--- src/rtl/load_store_unit_if.sv ---
// CPU-side request/response and word-memory handshake of the load/store unit.
// slave = the LSU itself; master = whoever drives the pipeline and the memory.
interface load_store_unit_if;
  logic [3:0]  cpu_read;
  logic [2:0]  cpu_write;
  logic [31:0] cpu_address;
  logic [31:0] cpu_writedata;
  logic [31:0] cpu_readdata;
  logic        cpu_busywait;
  logic        misaligned;
  logic [3:0]  mem_read;
  logic [2:0]  mem_write;
  logic [31:0] mem_address;
  logic [31:0] mem_writedata;
  logic [31:0] mem_readdata;
  logic        mem_busywait;

  modport slave (
    input  cpu_read, cpu_write, cpu_address, cpu_writedata, mem_readdata, mem_busywait,
    output cpu_readdata, cpu_busywait, misaligned, mem_read, mem_write, mem_address, mem_writedata
  );

  modport master (
    output cpu_read, cpu_write, cpu_address, cpu_writedata, mem_readdata, mem_busywait,
    input  cpu_readdata, cpu_busywait, misaligned, mem_read, mem_write, mem_address, mem_writedata
  );
endinterface

--- src/rtl/load_store_unit.sv ---
// RV32 load/store bridge onto a word-only memory: lane select/extend for loads,
// read-modify-write for SB/SH, optional misalignment trap.
module load_store_unit #(
  parameter bit ALIGN_CHECK = 1'b1
) (
  input  logic               clock,
  input  logic               reset,
  load_store_unit_if.slave   bus
);

  typedef enum logic [2:0] {S_IDLE, S_RD, S_ALIGN, S_WR, S_DONE} state_t;

  state_t      r_state, w_next;
  logic        r_is_load, r_err;
  logic [2:0]  r_f3;
  logic [31:0] r_addr, r_wdata, r_rdata;

  logic        w_rd_req, w_wr_req, w_valid, w_mis, w_subword;
  logic [1:0]  w_size;
  logic [31:0] w_shift, w_load, w_merge;

  assign w_rd_req  = bus.cpu_read[3];
  assign w_wr_req  = bus.cpu_write[2];
  assign w_valid   = w_rd_req ^ w_wr_req;
  assign w_size    = w_rd_req ? bus.cpu_read[1:0] : bus.cpu_write[1:0];
  assign w_subword = ~w_size[1];
  assign w_mis     = ALIGN_CHECK &&
                     (((w_size == 2'b01) && bus.cpu_address[0]) ||
                      (w_size[1] && (bus.cpu_address[1:0] != 2'b00)));

  always_comb begin
    w_next = r_state;
    case (r_state)
      S_IDLE:  if (w_valid) begin
                 if (w_mis)                      w_next = S_DONE;
                 else if (w_rd_req || w_subword) w_next = S_RD;
                 else                            w_next = S_WR;
               end
      S_RD:    if (!bus.mem_busywait) w_next = S_ALIGN;
      S_ALIGN: w_next = r_is_load ? S_DONE : S_WR;
      S_WR:    if (!bus.mem_busywait) w_next = S_DONE;
      S_DONE:  w_next = S_IDLE;
      default: w_next = S_IDLE;
    endcase
  end

  // Lane extraction: shift the addressed byte/halfword down to bit 0.
  assign w_shift = bus.mem_readdata >> {r_addr[1:0], 3'b000};

  always_comb begin
    w_load = bus.mem_readdata;
    case (r_f3)
      3'b000:  w_load = {{24{w_shift[7]}}, w_shift[7:0]};
      3'b100:  w_load = {24'd0, w_shift[7:0]};
      3'b001:  w_load = r_addr[1] ? {{16{bus.mem_readdata[31]}}, bus.mem_readdata[31:16]}
                                  : {{16{bus.mem_readdata[15]}}, bus.mem_readdata[15:0]};
      3'b101:  w_load = r_addr[1] ? {16'd0, bus.mem_readdata[31:16]}
                                  : {16'd0, bus.mem_readdata[15:0]};
      default: w_load = bus.mem_readdata;
    endcase
  end

  always_comb begin
    w_merge = bus.mem_readdata;
    case (r_f3[1:0])
      2'b00:   w_merge[{r_addr[1:0], 3'b000} +: 8]  = r_wdata[7:0];
      2'b01:   w_merge[{r_addr[1], 4'b0000} +: 16]  = r_wdata[15:0];
      default: w_merge = r_wdata;
    endcase
  end

  always_ff @(posedge clock) begin
    if (reset) begin
      r_state   <= S_IDLE;
      r_is_load <= 1'b0;
      r_err     <= 1'b0;
      r_f3      <= 3'd0;
      r_addr    <= 32'd0;
      r_wdata   <= 32'd0;
      r_rdata   <= 32'd0;
    end else begin
      r_state <= w_next;
      case (r_state)
        S_IDLE: if (w_valid) begin
          r_is_load <= w_rd_req;
          r_f3      <= w_rd_req ? bus.cpu_read[2:0] : {1'b0, bus.cpu_write[1:0]};
          r_addr    <= bus.cpu_address;
          r_wdata   <= bus.cpu_writedata;
          r_err     <= w_mis;
          if (w_mis && w_rd_req) r_rdata <= 32'd0;
        end
        // r_wdata doubles as the merged RMW word so it stays put during WR stalls.
        S_ALIGN: begin
          if (r_is_load) r_rdata <= w_load;
          else           r_wdata <= w_merge;
        end
        default: ;
      endcase
    end
  end

  assign bus.mem_read      = (!reset && r_state == S_RD) ? 4'b1010 : 4'b0000;
  assign bus.mem_write     = (!reset && r_state == S_WR) ? 3'b110  : 3'b000;
  assign bus.mem_address   = {r_addr[31:2], 2'b00};
  assign bus.mem_writedata = r_wdata;
  assign bus.cpu_readdata  = r_rdata;
  assign bus.misaligned    = (r_state == S_DONE) && r_err;
  assign bus.cpu_busywait  = !reset && (((r_state == S_IDLE) && w_valid) ||
                                        (r_state == S_RD) || (r_state == S_ALIGN) ||
                                        (r_state == S_WR));

endmodule

--- src/flat_wrapper.sv ---
// flat-port wrapper written by rule: the top's interface ports become plain ports
module load_store_unit_flat 
#(
  parameter bit ALIGN_CHECK = 1'b1
)
  (clock, reset, bus_cpu_read, bus_cpu_write, bus_cpu_address, bus_cpu_writedata, bus_mem_readdata, bus_mem_busywait, bus_cpu_readdata, bus_cpu_busywait, bus_misaligned, bus_mem_read, bus_mem_write, bus_mem_address, bus_mem_writedata);
  load_store_unit_if bus_i ();
  input  logic clock;
  input  logic reset;
  input wire logic [$bits(bus_i.cpu_read)-1:0] bus_cpu_read;
  input wire logic [$bits(bus_i.cpu_write)-1:0] bus_cpu_write;
  input wire logic [$bits(bus_i.cpu_address)-1:0] bus_cpu_address;
  input wire logic [$bits(bus_i.cpu_writedata)-1:0] bus_cpu_writedata;
  input wire logic [$bits(bus_i.mem_readdata)-1:0] bus_mem_readdata;
  input wire logic [$bits(bus_i.mem_busywait)-1:0] bus_mem_busywait;
  output wire logic [$bits(bus_i.cpu_readdata)-1:0] bus_cpu_readdata;
  output wire logic [$bits(bus_i.cpu_busywait)-1:0] bus_cpu_busywait;
  output wire logic [$bits(bus_i.misaligned)-1:0] bus_misaligned;
  output wire logic [$bits(bus_i.mem_read)-1:0] bus_mem_read;
  output wire logic [$bits(bus_i.mem_write)-1:0] bus_mem_write;
  output wire logic [$bits(bus_i.mem_address)-1:0] bus_mem_address;
  output wire logic [$bits(bus_i.mem_writedata)-1:0] bus_mem_writedata;
  assign bus_i.cpu_read = bus_cpu_read;
  assign bus_i.cpu_write = bus_cpu_write;
  assign bus_i.cpu_address = bus_cpu_address;
  assign bus_i.cpu_writedata = bus_cpu_writedata;
  assign bus_i.mem_readdata = bus_mem_readdata;
  assign bus_i.mem_busywait = bus_mem_busywait;
  assign bus_cpu_readdata = bus_i.cpu_readdata;
  assign bus_cpu_busywait = bus_i.cpu_busywait;
  assign bus_misaligned = bus_i.misaligned;
  assign bus_mem_read = bus_i.mem_read;
  assign bus_mem_write = bus_i.mem_write;
  assign bus_mem_address = bus_i.mem_address;
  assign bus_mem_writedata = bus_i.mem_writedata;
  load_store_unit #(.ALIGN_CHECK(ALIGN_CHECK)) u_core (.clock(clock), .reset(reset), .bus(bus_i));
endmodule
--- config.mk ---
export PLATFORM = sky130hd
export DESIGN_NAME = load_store_unit_flat
export DESIGN_NICKNAME = d
export VERILOG_FILES = /design/src/rtl/load_store_unit_if.sv /design/src/rtl/load_store_unit.sv /design/src/flat_wrapper.sv
export SDC_FILE = /design/constraint.sdc
export NUM_CORES = 1
export LEC_CHECK = 0
export CORE_ASPECT_RATIO = 0.75
export CORE_MARGIN = 5
export CORE_UTILIZATION = 44
export DETAILED_ROUTE_END_ITERATION = 8
export PLACE_DENSITY = 0.81
export SYNTH_ARGS = -nofsm -noshare
export SYNTH_HDL_FRONTEND = slang
export SYNTH_SLANG_ARGS = --single-unit
--- constraint.sdc ---
create_clock -name clock -period 3.1 [get_ports clock]
set_input_delay 0.62 -clock clock [delete_from_list [all_inputs] [get_ports clock]]
set_output_delay 0.62 -clock clock [all_outputs]
set_load 0.02 [all_outputs]
-- After elaboration in Yosys (flattened, before gate mapping)
Index checks and enable logic that the tools add are counted.
- bits in registers: 104
- input bits: 106
- output and inout bits: 105
- word-level logic and storage cells: 79
- $add $sub $neg: 2
- eq/ne operators: 16
- shift-type cells: 5
- muxes and demuxes: 24
- bitwise operators: 2
- reductions and logical operators: 23
- operator list (kind ; number):
    $mux 32 ; 6
    $pmux 32 s2 ; 3
    $pmux 32 s4 ; 1
    $bwmux 32 ; 2
    $shift 16x7->32 const A ; 1
    $shift 8x7->32 const A ; 1
    $shiftx 16x7->32 ; 1
    $shiftx 8x7->32 ; 1
    $shr 32x5->8 ; 1
    $mux 3 ; 7
    $mux 16 ; 1
    $neg 5->7 ; 2
    $pmux 3 s4 ; 1
    $eq 3x3->1 const B ; 3
    $logic_and 1x1->1 ; 8
    $reduce_and 4->1 ; 2
    $eq 3x1->1 const B ; 2
    $eq 3x2->1 const B ; 2
    $logic_not 3->1 ; 2
    $ne 2x1->1 const B ; 3
    $ne 2x2->1 const B ; 3
    $logic_or 1x1->1 ; 5
    $eq 2x1->1 const B ; 2
    $mux 2 ; 2
    other kinds (9) ; 10

-- Depth between registers and ports, before layout
Gate-level depths: netlist of run 1.
- depth in word-level cells: 8
- depth in mapped cells: 9
- depth with buffers taken out: 7

-- Worst setup path before layout of run 1
No wires, ideal clock.
- path type: input-to-reg
- start point: input bus_cpu_read[3]
- end point: register u_core.r_rdata[10], in the netlist u_core.bus.cpu_readdata[10]
- setup time: 122 ps
- arrival: 2241 ps
- data required time: 2978 ps
- setup slack: 737 ps
- stages: 9
- buffers on the path: 4
- path through: buf_6 -> mux2_4 -> a221oi_2 -> or4_1 -> buf_2 -> nor2b_4 -> buf_6 -> buf_6 -> a221o_1
- cells in the longest elaborated chain, start to end: 7
- elaborated cells between the ends (all ways): 10
- classes of those cells: eq/ne (3); mux (1); bitwise (1); reduce/logical (5)
- RTL lines (element ; line ; RTL):
    start: declaration ; flat_wrapper.sv:10 ; input wire logic [$bits(bus_i.cpu_read)-1:0] bus_cpu_read;
    $mux 2 ; load_store_unit.sv:25 ; assign w_size = w_rd_req ? bus.cpu_read[1:0] : bus.cpu_write[1:0];
    $eq 2x1->1 ; load_store_unit.sv:28 ; (((w_size == 2'b01) && bus.cpu_address[0]) ||
    $logic_and 1x1->1 ; load_store_unit.sv:28 ;
    $logic_or 1x1->1 ; load_store_unit.sv:28 ;
    $logic_and 1x1->1 ; load_store_unit.sv:90 ; if (w_mis && w_rd_req) r_rdata <= 32'd0;
    $ne 2x1->1 (no line) ; -- ;
    $reduce_and 4->1 (no line) (*) ; -- ;
    end signal: assignment ; load_store_unit.sv:94 ; if (r_is_load) r_rdata <= w_load;
    end: declaration ; load_store_unit.sv:16 ; logic [31:0] r_addr, r_wdata, r_rdata;
Every way passes the cells marked *; elsewhere a longest branch is shown, timed or not.
A chain may end at the register's enable or synchronous reset.

-- Worst setup path after layout of run 1
- start point: input bus_cpu_write[2]
- end point: output bus_cpu_busywait
- cells in the longest elaborated chain, start to end: 6
- RTL lines (element ; line ; RTL):
    start: declaration ; flat_wrapper.sv:11 ; input wire logic [$bits(bus_i.cpu_write)-1:0] bus_cpu_write;
    $xor 1x1->1 ; load_store_unit.sv:24 ; assign w_valid = w_rd_req ^ w_wr_req;
    $logic_and 1x1->1 ; load_store_unit.sv:108 ; assign bus.cpu_busywait = !reset && (((r_state == S_IDLE) && w_valid) ||
    $logic_or 1x1->1 ; load_store_unit.sv:108 ;
    $logic_or 1x1->1 (2 in a row) ; load_store_unit.sv:109 ; (r_state == S_RD) || (r_state == S_ALIGN) ||
    $logic_and 1x1->1 ; load_store_unit.sv:108 ;
    end: declaration ; flat_wrapper.sv:17 ; output wire logic [$bits(bus_i.cpu_busywait)-1:0] bus_cpu_busywait;
Every way passes these cells.

==> impl_results.md, run 1 <==
- Pwr dens: just under 600 mW/mm^2
- Tot GR Track Use: approximately 25%
- Post-synthesis cell type count: 60
- Post-synth top flop: dfxtp_1
- Switching share of power: 34.0%
- WS Path Type: in -> out
- Pint: 2970 uW
- Max Buffers Root-to-Sink: 2
- IO buf count: 205
- Critical Path AT: 2210 ps
- Cell Chain, Critical Path: clkdlybuf4s50_1 -> xnor2_1 -> a21boi_0 -> clkdlybuf4s50_1
- Gr ovfl total: 0
- TritonCTS clock tree: yes
- Core area: between 0.01 and 0.015 mm^2
- Combinational share of power: between 30% and 40%
- Vias/cell: 5.74
- Synth async-reset ratio: 0%
- Pins over their slew limit: 0
- Cell taking the most area after synthesis: dfxtp_1
- Peak supply drop: approximately 0.32 mV
- DRT antenna net count: 0
- Area contributors post-synth: dfxtp_1, a21oi_1, a221o_1
- CP endpoint kind: output pin
- Clock skew: between 8 and 9 ps
- M2 GR Usage: 36.0%
- Layout Cells excl Fill: 945
- Met3 usage: 6.25%
- # clock sinks: 104
- Max_slew headroom: 31.3%
- Clk slew on worst S/H paths: approximately 70 ps
- Static leakage: 0.00273 uW
- Highest Clock Rate: between 300 and 400 MHz
- Die X: 138 um
- RSZ-0062 raised after global routing: false
- Synth Warn #: 0
- RD Place Congestion: roughly 0.94
- Die H: 106 um
- Cells after Synth: ~620
- Vias in the first global route: between 5000 and 6000
- Critical-path top delay cell: clkdlybuf4s50_1
- Wire per inst: 19.4 um
- Final wirelength: between 15 and 20 mm
- Slowest cell delay on critical path: 680 ps
- Hold Path Class: reg -> reg
- Global route hottest layer: met2
- Layout area overhead: 41.8%
- Pin count of the biggest net entering global routing: 81
- Max cap viols: 0
- Sequential fraction of the synthesis area: 38.8%
- Final antenna diode count: 0
- GR Util met1: between 30% and 40%
- Insertion delay to the later sink of the worst-skew pair: 350 ps
- Die Area: between 0.01 and 0.015 mm^2
- # rows: 35
- Fin nets: 885
- Top cells by count, synth: dfxtp_1, nand2_1, a21oi_1
- Critical path startpoint category: primary input
- # IOs: 211
- Critical Path Most Common Cell: clkdlybuf4s50_1
- Initial antenna violation count: 0
- Post-Route Utilization: 62.8%
- Clock power share: roughly 29%
- Min-delay src: u_core.r_addr[22]
- Cell Area, Synth: 0.00537 mm^2
- Layout cells sized above 1: 7.06%
- H-tree depth: 3
- # fillers: between 1000 and 1500
- Setup Fix Bufs, Post-CTS: 0
- Worst-margin pin slew: just over 1000 ps
- Placed Cells: roughly 930
- Data required, critical path: 2480 ps
- Cell with the most instances after synthesis: dfxtp_1
- First DRT Iteration DRCs: around 650
- Post-layout worst setup margin: approximately 270 ps
- CTS root buf: clkbuf_16
- Reg-to-reg startpoint: u_core.r_addr[1]
- Final number of hold-violating endpoints: 0
- Via Count: around 5400
- Number of flops mapped to enable cells by yosys: 0
- Synthesized area per cell: 8.60 um^2
- Post-Place Setup Slack: between 200 and 250 ps
- Initial core utilization: 44.3%
- P_sw: 1530 uW
- Status: completed
- Final setup vio count: 0
- Synth Register Bits: 104
- DRC errors left: 0
- Power share of the sequential group: 37.1%
- Global-route wire length before repair: 28.2 mm
- Tot Pwr: 4500 uW
- Largest fanout on the critical path: 3
- Yosys top cell area share: roughly 39%
- CTS Buf Count: 9
- Hpwl dp: 13.9 mm
- Origin of the worst setup path: bus_cpu_write[2]
- Setup TNS: 0 ps
- Tcrit/Tclk final: approximately nine tenths
- DRT Pass-1 Iters: 5
- Fin crit period: 2830 ps
[metrics by stage]
stage	cell area (um^2)	hold WS, ps
after floorplan	5380	437
after global placement	7260	441
after detailed placement	7260	446
after CTS	7610	455
after global routing	7610	465
final	7610	454
[sequential cells by signal, summed over array words and instances, names as in the netlist]
| signal | count |
|---|---|
| u_core.bus.cpu_readdata | 32 |
| u_core.bus.mem_writedata | 32 |
| u_core.r_addr | 32 |
| u_core.r_f3 | 3 |
| u_core.r_state | 3 |
| u_core.r_err | 1 |
| u_core.r_is_load | 1 |
[critical path: cells and delay by family]
kind	cells	cell delay [ps]
xor gates and xnor gates	1	150
AOI/OAI and AO/OA	1	300
buffers and inverters	2	1130
[kinds of logic after synthesis]
group | share of synthesized area [%]
muxes | 3.94
DFF | 38.8
xor gates and xnor gates | 0.163
adders and majority gates | 1.17
AOI/OAI and AO/OA | 28.1
buffers and inverters | 10.6
other | 0.0698
and+or+nand+nor | 17.1
[per-layer routing]
layer / vias to the layer above / wire, um
li1: 2560 / -
met1: 2538 / 8010
met2: 292 / 8100
met3: 39 / 1840
met4: 0 / 389
met5: - / 0
[worst paths after layout]
path                            slack [ps]                            to  depth (start not counted)
worst max-delay path                   270              bus_cpu_busywait                          4
worst min-delay path                   450             u_core.r_addr[22]                          2
worst max register to register         600  u_core.bus.mem_writedata[30]                          7
worst min register to register         450             u_core.r_addr[22]                          2
[power groups by stage]
| stage | clock network, uW | registers (uW) | logic (uW) |
|---|---|---|---|
| after global placement | 0 | 1680 | 1480 |
| after detailed placement | 0 | 1690 | 1520 |
| after global routing | 1380 | 1690 | 1650 |
| after floorplan | 0 | 1740 | 884 |
| after CTS | 1320 | 1660 | 1520 |
| final | 1300 | 1670 | 1530 |
[cell usage in the layout, fill, tap and decap left out, types with 4 or more instances in the layout]
cell type        synthesis  routed
a211oi_1                 6       6
a221o_1                 31      31
a21oi_1                 68      68
nand2_1                 74      74
o21ai_0                 17      17
a22oi_1                  9       9
conb_1                   1       5
nand3b_1                16      16
mux2i_1                 17      17
buf_4                   41      20
ha_1                     5       5
a311oi_1                 7       7
nand2b_1                10      10
nor3b_1                  4       4
o41ai_1                  8       8
dfxtp_1                104     104
o2bb2ai_1                8       8
nor2_1                  43      42
clkbuf_16                0       9
o21ai_1                  8       8
nor3_1                  20      19
nand3_1                  9       9
a221oi_1                16      16
o221ai_1                 8       8
clkdlybuf4s50_1          0     204
[final cells by class]
type / count / area [um^2] / area share, %
clock inverters: 7 / 118 / 1.54
repair buffers: 226 / 2220 / 29.1
multi-input cells: 428 / 2750 / 36.1
well taps: 166 / 208 / 2.73
flip-flops and latches: 104 / 2080 / 27.3
inverters: 5 / 18.8 / 0.247
clock buffers: 9 / 225 / 2.96
[what timing repair did]
action | 4_1_cts | 5_1_grt
setup endpoints to repair | 0 | 2
hold buffers | 0 | 0
resized for setup | 0 | 1
(Power assumes the default switching activity.)
==> run 2: changes to the inputs <==
--- a/config.mk
+++ b/config.mk
@@ -5,7 +5,7 @@
 export SDC_FILE = /design/constraint.sdc
 export NUM_CORES = 1
 export LEC_CHECK = 0
-export CORE_ASPECT_RATIO = 0.75
+export ABC_CLOCK_PERIOD_IN_PS = 3100
 export CORE_MARGIN = 5
 export CORE_UTILIZATION = 44
 export DETAILED_ROUTE_END_ITERATION = 8
==> run 2 against run 1 <==
Effect of this change: critical path type is now reg -> reg; via count increased by 1.7%; sequential power about the same; sequential cell count unchanged; cell area decreased by 1.6%; clock skew decreased by 0.98 ps; worst setup slack got worse by 55 ps.
==> impl_results.md, run 2 (synthesis gave the netlist of run 1 again) <==
- Fin crit period: 2880 ps (was 2830 ps)
- Commonest non-fill, non-tap cell in the layout: clkdlybuf4s50_1 (unchanged)
- Most frequent cells in the layout: clkdlybuf4s50_1, dfxtp_1, nand2_1, a21oi_1, nor2_1 (unchanged)
- Highest Clock Rate: 347 MHz (was 354 MHz)
- Critical Path AT: 3160 ps (was 2210 ps)
- TritonCTS clock tree: yes (unchanged)
- Static leakage: 0.00268 uW (was 0.00273 uW)
- Status: completed (unchanged)
- Final setup vio count: 0 (unchanged)
- Insertion delay to the later sink of the worst-skew pair: 360 ps (was 350 ps)
- Reg-to-reg startpoint: u_core.r_addr[1] (unchanged)
- First DRT Iteration DRCs: 601 (was 645)
- # rows: 40 (was 35)
- Setup Fix Bufs, Post-CTS: 0 (unchanged)
- Pwr dens: 575 mW/mm^2 (was 591 mW/mm^2)
- Die X: 120 um (was 138 um)
- Clk slew on worst S/H paths: 70 ps (about the same)
- DRC errors left: 0 (unchanged)
- CP endpoint kind: flip-flop (was output pin)
- Hpwl dp: 13.6 mm (was 13.9 mm)
- Layout area overhead: 39.6% (was 41.8%)
- DRT antenna net count: 0 (unchanged)
- Initial antenna violation count: 0 (unchanged)
- Die H: 120 um (was 106 um)
- Via Count: 5521 (was 5429)
- Fin nets: 882 (was 885)
- RSZ-0062 raised after global routing: false (unchanged)
- Largest fanout on the critical path: 12 (was 3)
- H-tree depth: 3 (unchanged)
- Vias in the first global route: 5253 (was 5207)
- Wire per inst: 19.8 um (was 19.4 um)
- Hold Path Class: reg -> reg (unchanged)
- Hold Path Cell Cnt: 2 (unchanged)
- Gr ovfl total: 0 (unchanged)
- RD Place Congestion: 0.911 (was 0.942)
- Peak supply drop: 0.330 mV (was 0.316 mV)
- CTS root buf: clkbuf_16 (unchanged)
- Core area: 0.0120 mm^2 (was 0.0121 mm^2)
- Critical path startpoint category: flip-flop (was primary input)
- # hold bufs at CTS: 0 (unchanged)
- Worst reg2reg path endpoint: u_core.bus.mem_writedata[24] (was u_core.bus.mem_writedata[30])
- IO buf count: 205 (unchanged)
- Initial core utilization: 44.7% (was 44.3%)
- Hold path endpoint: u_core.r_addr[14] (was u_core.r_addr[22])
- Max Buffers Root-to-Sink: 2 (unchanged)
- Tot GR Track Use: 24.6% (was 24.7%)
- Final number of hold-violating endpoints: 0 (unchanged)
- Post-cts resize count: 0 (unchanged)
- DRT Pass-1 Iters: 6 (was 5)
- R2R cell count: 6 (was 7)
- Tcrit/Tclk final: 93.0% (was 91.2%)
- Layout cells sized above 1: 6.57% (was 7.06%)
- # IOs: 211 (unchanged)
- Die Area: 0.0145 mm^2 (about the same)
- # fillers: 1018 (was 1034)
- Data required, critical path: 3370 ps (was 2480 ps)
- WS Path Type: reg -> reg (was in -> out)
- Critical-path top delay cell: nor4_1 (was clkdlybuf4s50_1)
- Final wirelength: 18.3 mm (about the same)
- Cell Chain, Critical Path: inv_2 -> ha_1 -> nor4_1 -> a221o_1 -> a221oi_1 -> nor3_1 (was clkdlybuf4s50_1 -> xnor2_1 -> a21boi_0 -> clkdlybuf4s50_1)
- Post-Place Setup Slack: 142 ps (was 237 ps)
- R2R setup slack: 220 ps (was 600 ps)
- Setup TNS: 0 ps (unchanged)
- Hold slack: 455 ps (was 454 ps)
- Pins over their slew limit: 0 (unchanged)
- Post-layout worst setup margin: 216 ps (was 272 ps)
- Worst-margin pin slew: 1360 ps (was 1020 ps)
- Max_slew headroom: 8.74% (was 31.3%)
- Slowest cell delay on critical path: 1120 ps (was 680 ps)
- Vias/cell: 5.98 (was 5.74)
- Pin count of the biggest net entering global routing: 81 (unchanged)
- Final antenna diode count: 0 (unchanged)
- Min-delay src: u_core.r_addr[14] (was u_core.r_addr[22])
- Global-route wire length before repair: 28.4 mm (was 28.2 mm)
- Max cap viols: 0 (unchanged)
- # clock sinks: 104 (unchanged)
- CTS Buf Count: 9 (unchanged)
- Clock skew: 7.67 ps (was 8.65 ps)
run 2: worst max-delay path, delay by kind of cell, from the launching register on:
family	cells	cell delay, ps
and+or+nand+nor	2	1340
DFF	1	530
AOI/OAI and AO/OA	2	390
adders and majority gates	1	340
buffers and inverters	1	190
run 2: metal layers:
layer	global-route usage, %	wire length, um	share of wire (%)
met1	30.5	7320	40
met2	40.3	8760	48
met3	5.85	1610	8.8
met4	11.6	618	3.4
met5	0	0	0
run 2: layout make-up:
class	instances	area (um^2)	area share [%]
Clock inverter	6	48.8	0.651
Timing Repair Buffer	223	2180	29.1
Clock buffer	10	239	3.19
Multi-Input combinational cell	428	2740	36.6
Tap cell	147	184	2.45
Sequential cell	104	2080	27.8
Inverter	5	18.8	0.250
run 2: how the worst max path moves through the flow:
stage                     start                           end  depth (start not counted)
5_1_grt        u_core.r_addr[1]  u_core.bus.mem_writedata[29]                          6
6_report       u_core.r_addr[1]  u_core.bus.mem_writedata[24]                          6
3_5_place_dp    bus_cpu_read[3]   u_core.bus.cpu_readdata[17]                          7
2_1_floorplan   bus_cpu_read[3]   u_core.bus.cpu_readdata[10]                          9
3_3_place_gp    bus_cpu_read[3]   u_core.bus.cpu_readdata[29]                          7
4_1_cts         bus_cpu_read[3]              bus_cpu_busywait                          4
run 2: per-stage QoR:
stage	utilization [%]	instances	instance area [um^2]	total power, uW
floorplan	-	628	5380	2620
global placement	60.0	907	7210	3160
detailed placement	60.0	907	7210	3200
CTS	62.4	923	7490	4310
global route	62.4	923	7490	4520
finish	62.4	923	7490	4310
run 2: power breakdown:
part | switching (uW) | internal [uW] | leakage [uW]
Sequential | 188 | 1500 | 0.000851
Combinational | 842 | 661 | 0.00169
Clock | 540 | 577 | 0.000144
Total | 1570 | 2740 | 0.00268
==> run 3: changes to the inputs <==
--- a/config.mk
+++ b/config.mk
@@ -6,7 +6,7 @@
 export NUM_CORES = 1
 export LEC_CHECK = 0
 export ABC_CLOCK_PERIOD_IN_PS = 3100
-export CORE_MARGIN = 5
+export CORE_MARGIN = 8
 export CORE_UTILIZATION = 44
 export DETAILED_ROUTE_END_ITERATION = 8
 export PLACE_DENSITY = 0.81
==> run 3 against run 2 <==
Effect of this change: utilization increased by 0.56 points; wire length increased by 5.3%; clock power increased by 11%; hold slack improved by 1.3 ps; global-route usage decreased by 1.4 points; sequential share of layout area decreased by 0.13 points; worst setup slack improved by 52 ps; die area increased by 10%; final cell count unchanged; power increased by 2.7%; non-clock buffer count unchanged; largest power group unchanged.
==> impl_results.md, run 3 (synthesis gave the netlist of run 1 again) <==
- Status: completed (unchanged)
- Pin count of the biggest net entering global routing: 81 (unchanged)
- Max_slew headroom: 11.2% (was 8.74%)
- Buf/Inv on CP: 2 (was 1)
- Gr ovfl total: 0 (unchanged)
- CTS root buf: clkbuf_16 (unchanged)
- Tcrit/Tclk final: 91.4% (was 93.0%)
- Clock skew: 9.97 ps (was 7.67 ps)
- Final wirelength: 19.3 mm (was 18.3 mm)
- CTS Buf Count: 9 (unchanged)
- Die H: 126 um (was 120 um)
- TritonCTS clock tree: yes (unchanged)
- Peak supply drop: 0.225 mV (was 0.330 mV)
- H-tree depth: 3 (unchanged)
- Tot GR Track Use: 23.2% (was 24.6%)
- # IOs: 211 (unchanged)
- Fin crit period: 2830 ps (was 2880 ps)
- IO buf count: 205 (unchanged)
- Insertion delay to the later sink of the worst-skew pair: 350 ps (was 360 ps)
- Commonest non-fill, non-tap cell in the layout: clkdlybuf4s50_1 (unchanged)
- DRT Pass-1 Iters: 5 (was 6)
- Min-delay src: u_core.r_addr[26] (was u_core.r_addr[14])
- Post-cts resize count: 0 (unchanged)
- Vias/cell: 5.99 (was 5.98)
- Critical Path AT: 2210 ps (was 3160 ps)
- Reg-to-reg startpoint: u_core.r_addr[0] (was u_core.r_addr[1])
- Wire per inst: 20.9 um (was 19.8 um)
- Static leakage: 0.00269 uW (was 0.00268 uW)
- Pins over their slew limit: 0 (unchanged)
- Critical Path Most Common Cell: clkdlybuf4s50_1
- DRT antenna net count: 0 (unchanged)
- Hold slack: 457 ps (was 455 ps)
- Pwr dens: 588 mW/mm^2 (was 575 mW/mm^2)
- Max Buffers Root-to-Sink: 2 (unchanged)
- Worst-margin pin slew: 1320 ps (was 1360 ps)
- Final setup vio count: 0 (unchanged)
- Setup Fix Bufs, Post-CTS: 0 (unchanged)
- Layout Cells excl Fill: 923 (unchanged)
- RSZ-0062 raised after global routing: false (unchanged)
- Initial core utilization: 44.9% (was 44.7%)
- Crit path max-delay family: buffers and inverters (was simple AND/OR/NAND/NOR gates)
- Origin of the worst setup path: bus_cpu_write[2] (was u_core.r_addr[1])
- Initial antenna violation count: 0 (unchanged)
- Placed Cells: 907 (unchanged)
- RD Place Congestion: 0.885 (was 0.911)
- DRC errors left: 0 (unchanged)
- # clock sinks: 104 (unchanged)
- CP endpoint kind: output pin (was flip-flop)
- Final antenna diode count: 0 (unchanged)
- Global-route wire length before repair: 29.7 mm (was 28.4 mm)
- Final number of hold-violating endpoints: 0 (unchanged)
- Cell Chain, Critical Path: clkdlybuf4s50_1 -> xnor2_1 -> a21boi_0 -> clkdlybuf4s50_1 (was inv_2 -> ha_1 -> nor4_1 -> a221o_1 -> a221oi_1 -> nor3_1)
- Clk slew on worst S/H paths: 70 ps (about the same)
- Hold Path Class: reg -> reg (unchanged)
- WS Path Type: in -> out (was reg -> reg)
- # rows: 40 (unchanged)
- Tot Pwr: 4420 uW (was 4310 uW)
- Most frequent cells in the layout: clkdlybuf4s50_1, dfxtp_1, nand2_1, a21oi_1, nor2_1 (unchanged)
- Slowest cell delay on critical path: 690 ps (was 1120 ps)
- Max cap viols: 0 (unchanged)
- First DRT Iteration DRCs: 532 (was 601)
- Via Count: 5532 (was 5521)
- Data required, critical path: 2480 ps (was 3370 ps)
- Layout cells sized above 1: 6.57% (unchanged)
- Hpwl dp: 14.4 mm (was 13.6 mm)
- Final Instance Area: 0.00753 mm^2 (was 0.00749 mm^2)
- Highest Clock Rate: 353 MHz (was 347 MHz)
- Largest fanout on the critical path: 3 (was 12)
- Die X: 126 um (was 120 um)
- Critical-path top delay cell: clkdlybuf4s50_1 (was nor4_1)
- Setup TNS: 0 ps (unchanged)
- Core area: 0.0120 mm^2 (about the same)
- Placed inst area: 0.00721 mm^2 (about the same)
- Vias in the first global route: 5305 (was 5253)
- # hold bufs at CTS: 0 (unchanged)
- Critical path startpoint category: primary input (was flip-flop)
- Die Area: 0.0160 mm^2 (was 0.0145 mm^2)
- Fin nets: 882 (unchanged)
- Layout area overhead: 40.2% (was 39.6%)
## run 3: cell count changes in the layout (fill, tap and decap cells not counted), sizes merged
cell / change
bufinv: +2
clkinv: -2
inv: -2
clkinvlp: +2
## run 3: per-stage QoR
| step | worst slack, ps | utilization (%) |
|---|---|---|
| 2_1_floorplan | 737 | - |
| 3_3_place_gp | 237 | 60.3 |
| 3_5_place_dp | 204 | 60.3 |
| 4_1_cts | 248 | 62.9 |
| 5_1_grt | 146 | 62.9 |
| 6_report | 268 | 62.9 |
## run 3: final timing paths
kind / endpoint / slack (ps) / cells past startpoint
hold reg to reg: u_core.r_addr[26] / 460 / 2
hold / removal: u_core.r_addr[26] / 460 / 2
setup reg to reg: u_core.bus.mem_writedata[23] / 720 / 7
setup / recovery: bus_cpu_busywait / 270 / 4
## run 3: area by class of cell
type / instances / area [um^2]
well taps: 147 / 184
clock buffers: 10 / 229
inverters: 5 / 18.8
fillers: 1010 / 4430
clock inverters: 6 / 92.6
multi-input cells: 428 / 2740
repair buffers: 223 / 2180
flip-flops and latches: 104 / 2080
## run 3: metal layers
metal  GRT usage [%]  routed length [um]  vias up
li1                -                   -     2560
met1            28.5                7700     2626
met2            37.5                9190      305
met3            5.40                1790       41
met4            11.3                 595        0
met5               0                   0        -
## run 3: report_power, final
part	internal (uW)	switching, uW
Clock	713	528
Sequential	1500	171
Combinational	661	851
Total	2880	1550
## run 3: worst register-to-register path, cell delays in order (launching register included)
cell	delay, ps
dfxtp_1	530
inv_1	170
ha_1	350
nor3b_1	190
nand3_1	110
o21ai_1	320
a221oi_1	240
o41ai_1	370
